File: src/rtl/match_count_display.sv
`default_nettype none
// ============================================================================
//  Module      : match_count_display
//  Description : Counts rising edges of the (asynchronous) pattern-detector
//                output in a 4-digit BCD counter and scans the total out to a
//                4-digit multiplexed, active-low 7-segment display.
//  Revision    : 1.0  initial release
// ============================================================================
module match_count_display #(
    parameter int REFRESH_BITS = 17,
    parameter bit WRAP         = 1'b1,
    parameter bit BLANK_LZ     = 1'b1
) (
    input  logic        clk,
    input  logic        reset,
    input  logic        det,
    input  logic        clear,
    output logic [15:0] count_bcd,
    output logic        overflow,
    output logic [3:0]  an,
    output logic [6:0]  seg,
    output logic        dp
);

    localparam logic [6:0]  c_SEG_BLANK = 7'h7F;
    localparam logic [15:0] c_BCD_MAX   = 16'h9999;

    // Synchroniser, edge detector and post-reset qualification
    logic        r_s0;
    logic        r_s1;
    logic        r_prev;
    logic [2:0]  r_qual;
    logic        w_inc;

    // Counting
    logic [15:0] w_next;
    logic        w_carry;

    // Display scan
    logic [REFRESH_BITS-1:0] r_scan;
    logic [1:0]  w_sel;
    logic [3:0]  w_digit;
    logic [3:1]  w_lz;
    logic        w_blank;

    // Decode one BCD digit to active-low gfedcba; anything non-BCD is dark.
    function automatic logic [6:0] f_decode(input logic [3:0] digit);
        logic [6:0] v_seg;
        case (digit)
            4'd0:    v_seg = 7'b1000000;
            4'd1:    v_seg = 7'b1111001;
            4'd2:    v_seg = 7'b0100100;
            4'd3:    v_seg = 7'b0110000;
            4'd4:    v_seg = 7'b0011001;
            4'd5:    v_seg = 7'b0010010;
            4'd6:    v_seg = 7'b0000010;
            4'd7:    v_seg = 7'b1111000;
            4'd8:    v_seg = 7'b0000000;
            4'd9:    v_seg = 7'b0010000;
            default: v_seg = c_SEG_BLANK;
        endcase
        return v_seg;
    endfunction

    // Two-flop synchroniser plus history flop; r_qual fills with ones so that
    // an edge is only accepted once both s1 and prev hold post-reset samples
    // (a det held high through reset is therefore never counted).
    always_ff @(posedge clk) begin
        if (reset) begin
            r_s0   <= 1'b0;
            r_s1   <= 1'b0;
            r_prev <= 1'b0;
            r_qual <= 3'b000;
        end else begin
            r_s0   <= det;
            r_s1   <= r_s0;
            r_prev <= r_s1;
            r_qual <= {r_qual[1:0], 1'b1};
        end
    end

    assign w_inc = r_s1 & ~r_prev & r_qual[2];

    // BCD ripple increment of the current count.
    always_comb begin
        w_carry = 1'b1;
        w_next  = count_bcd;
        for (int i = 0; i < 4; i++) begin
            if (w_carry) begin
                if (count_bcd[4*i +: 4] == 4'd9) begin
                    w_next[4*i +: 4] = 4'd0;
                end else begin
                    w_next[4*i +: 4] = count_bcd[4*i +: 4] + 4'd1;
                    w_carry          = 1'b0;
                end
            end
        end
    end

    // Count and sticky overflow; clear beats a coincident increment.
    always_ff @(posedge clk) begin
        if (reset) begin
            count_bcd <= 16'h0000;
            overflow  <= 1'b0;
        end else if (clear) begin
            count_bcd <= 16'h0000;
            overflow  <= 1'b0;
        end else if (w_inc) begin
            if (count_bcd == c_BCD_MAX) begin
                overflow  <= 1'b1;
                count_bcd <= WRAP ? 16'h0000 : c_BCD_MAX;
            end else begin
                count_bcd <= w_next;
            end
        end
    end

    // Free-running scan counter; its top two bits select the digit.
    always_ff @(posedge clk) begin
        if (reset) begin
            r_scan <= '0;
        end else begin
            r_scan <= r_scan + REFRESH_BITS'(1);
        end
    end

    assign w_sel = r_scan[REFRESH_BITS-1 -: 2];

    // A digit is a leading zero when it and every more significant digit are 0.
    assign w_lz[3] = (count_bcd[15:12] == 4'd0);
    assign w_lz[2] = w_lz[3] & (count_bcd[11:8] == 4'd0);
    assign w_lz[1] = w_lz[2] & (count_bcd[7:4]  == 4'd0);

    // Pick the digit for the active slot and decide whether it is blanked.
    always_comb begin
        w_digit = count_bcd[3:0];
        w_blank = 1'b0;
        case (w_sel)
            2'd1: begin
                w_digit = count_bcd[7:4];
                w_blank = BLANK_LZ & w_lz[1];
            end
            2'd2: begin
                w_digit = count_bcd[11:8];
                w_blank = BLANK_LZ & w_lz[2];
            end
            2'd3: begin
                w_digit = count_bcd[15:12];
                w_blank = BLANK_LZ & w_lz[3];
            end
            default: begin
                w_digit = count_bcd[3:0];
                w_blank = 1'b0;
            end
        endcase
    end

    // Registered display drive; dp marks overflow in the thousands slot.
    always_ff @(posedge clk) begin
        if (reset) begin
            an  <= 4'b1111;
            seg <= c_SEG_BLANK;
            dp  <= 1'b1;
        end else begin
            an  <= ~(4'b0001 << w_sel);
            seg <= w_blank ? c_SEG_BLANK : f_decode(w_digit);
            dp  <= ~((w_sel == 2'd3) & overflow);
        end
    end

endmodule
`default_nettype wire
File: config.mk
export PLATFORM = sky130hd
export DESIGN_NAME = match_count_display
export DESIGN_NICKNAME = d
export VERILOG_FILES = /design/src/rtl/match_count_display.sv
export SDC_FILE = /design/constraint.sdc
export NUM_CORES = 1
export LEC_CHECK = 0
export ABC_AREA = 1
export CAP_MARGIN = 5
export CORE_UTILIZATION = 44
export CTS_CLUSTER_SIZE = 40
export DETAILED_ROUTE_END_ITERATION = 16
export MAX_ROUTING_LAYER = met4
export PLACE_DENSITY = 0.62
export SLEW_MARGIN = 10
export SYNTH_ARGS = -nofsm -noshare
export SYNTH_HDL_FRONTEND = slang
export SYNTH_SLANG_ARGS = --single-unit
File: constraint.sdc
create_clock -name clk -period 1.7 [get_ports clk]
set_input_delay 0.34 -clock clk [delete_from_list [all_inputs] [get_ports clk]]
set_output_delay 0.34 -clock clk [all_outputs]
set_load 0.01 [all_outputs]
==> flow_summary.ini <==
[layout]
diodes = 0
nFillCells = 542
register_area_mm2 = 0.00105
multi_input_area_mm2 = 0.00133
drive_above_1_share_pct = 13.8
num-nets-final = 416
area_growth_pct = 23.8
finalInstanceArea_mm2 = 0.00323
layout_common_cells = 67 x nand2_1, 51 x inv_1, 43 x dfxtp_1
instances_no_fill = 470
final_common_cell = nand2_1

[critical_path]
crit_path_start_kind = flop
critPathSlowestCell = clkdlybuf4s50_1
required_ns = 1.36
path_delay_family = buffers and inverters
critPathLaunch = count_bcd[12]
arrival_ns = 1.32
max_stage_delay_ns = 0.58
path_max_fanout = 5
end_kind = primary output
path_cells = clkdlybuf4s50_1
critPathBufInv = 1
critical_path_class = reg2out
crit-reg2reg-launch = count_bcd[1]

[timing]
worst_slack_ns = 0.0367
grt_setup_unrepaired = yes
maxSlewHeadroom_pct = 71.8
skew_ns = 0.00946
finalSetupTns_ns = 0
fin_crit_sh_pct = 97.8
hold_viol_final = 0
worstMarginPinSlew_ns = 0.420
fmax_mhz = 601
fin_crit_ns = 1.66
setup_viol_count_final = 0
final_max_slew_viol_count = 0

[route]
viasPerCell = 4.94
drt-initial-drc-count = 160
wl_mm = 5.54
wl_per_cell_um = 11.8
first_pass_iters = 4
ant_nets = 0
vias = 2321
drc = 0

[floorplanning]
rows = 27
start_util_pct = 46.5
die_area_mm2 = 0.00624
io_pins = 33
coreArea_mm2 = 0.00561
die_y_um = 79.0
die_w_um = 79.0

[clock_tree]
cts.sinks = 52
htreeDepth = 2
clk_latency_ns = 0.31
clock_path_buffers = 2
clk_pin_slew_ns = 0.10
cts_tree = built
numCtsBuffers = 5
cts_root_buf = clkbuf_8
cts_hold_buf = 0

[global_routing]
grt_pass1_wl_mm = 9.82
antenna_found_initial = 0
grt-ovfl-total = 0
grt_pass1_vias = 2130
grt.total_usage_pct = 20.4
grt_max_degree = 17

[power]
power_frac_clock_pct = 35.6
p_leak_nw = 1.37
pwr-share-comb_pct = 4.4
pwr-share-seq_pct = 59.9
switching_share_pct = 22.4
intPower_mw = 1.62
finalPower_mw = 2.08
peakVddDrop_mv = 0.443
p_switching_uw = 465
power_per_cell_area_mw_per_mm2 = 644

[logic_synthesis]
synth_edf_count = 0
syn_inst = 349
synth.yosys.seq_area_share_pct = 39.9
synthArstFlopShare_pct = 0
netlist.area_leader.share_pct = 39.9
synth_top_cell_by_area = dfxtp_1
ys_seq_elements = 52
syn_nets = 368
syn_avg_cell_area_um2 = 7.48
synth_area_leaders = dfxtp_1 40%, nand2_1 9.8%, inv_1 7.3%
syn_area_mm2 = 0.00261
synth_warnings = 0
synth_cell_type_count = 35
synth_top_flop_cell = dfxtp_1

[placement]
gp_congestion = 0.913
portBuffers = 32
numPlacedInstances = 461
dpl_cell_area_mm2 = 0.00310
place_hpwl_mm = 4.37
pre_cts_ws_ns = 0.0472

[flow_run]
drv_cap = 0

[worst_hold_path]
hold_path_class = reg2reg
hp-start = r_s0

[run_status]
status = finished clean
cell usage after synthesis, types with 3 or more instances:
cell / number
inv_1: 51
o21ai_0: 20
nor3_1: 3
dfxtp_1: 52
nand3_1: 33
ha_1: 15
nand3_2: 3
nand2_1: 68
o22ai_1: 3
nor2_2: 3
a21oi_1: 18
nor2_1: 39
nand4_1: 10
sequential cells by signal (all words and copies together) (netlist names):
register	count
r_qual	3
overflow	1
r_prev	1
dp	1
r_s0	1
r_s1	1
r_scan	17
count_bcd	16
seg	7
an	4
stage by stage:
step,util [%],hold WS [ns]
2_1_floorplan,-,0.388
3_3_place_gp,55.2,0.390
3_5_place_dp,55.2,0.395
4_1_cts,57.0,0.409
5_1_grt,57.6,0.436
6_report,57.6,0.409
metal layers:
metal  share of wire, %  track usage, %  up-vias  wire length [um]
li1                   -               -     1214                 -
met1                 53            28.5     1053              2930
met2                 42            29.9       46              2310
met3                4.2            3.91        8               230
met4                1.4            6.00        0                76
met5                  0               -        -                 0
kinds of logic after synthesis:
group | Yosys count | synth area share (%)
AOI/OAI and AO/OA | 44 | 9.54
xor gates and xnor gates | 2 | 0.671
buffers and inverters | 60 | 9.64
adders and majority gates | 15 | 7.19
DFF | 52 | 39.9
and+or+nand+nor | 176 | 33.1
final cells by class:
cell class,instances,share of cell area (%)
multi-input cells,237,41.2
clock inverters,2,0.426
clock buffers,6,2.56
flip-flops and latches,52,32.6
inverters,55,6.70
repair buffers,46,13.7
well taps,72,2.79
final timing paths:
kind	endpoint	slack [ns]	cells after the start
setup / recovery	count_bcd[12]	0.04	1
hold / removal	r_s1	0.41	2
setup reg to reg	count_bcd[12]	0.10	9
hold reg to reg	r_s1	0.41	2
worst register-to-register path, stage by stage (launching register included):
cell,delay [ns]
dfxtp_1,0.33
inv_1,0.13
ha_1,0.18
nand3_1,0.11
nor2_2,0.15
nand2_1,0.12
nor2_2,0.17
nand2_1,0.13
nand2_2,0.11
nor2_1,0.05
timing repair:
action | 4_1_cts | 5_1_grt
buffers inserted | 0 | 1
endpoints found under the setup margin | 4 | 18
pin swaps | 0 | 1
endpoints found under the hold margin | 0 | 0
resized for setup | 4 | 12
power groups by stage:
stage                     clock (mW)  sequential (mW)  combinational [mW]
after floorplan                    0             1.28              0.0429
after global placement             0             1.28              0.0912
after detailed placement           0             1.28              0.0924
after CTS                      0.777             1.25              0.0931
after global routing           0.828             1.25               0.105
final                          0.741             1.25              0.0925
No activity file was read; power rests on OpenSTA's default activity.
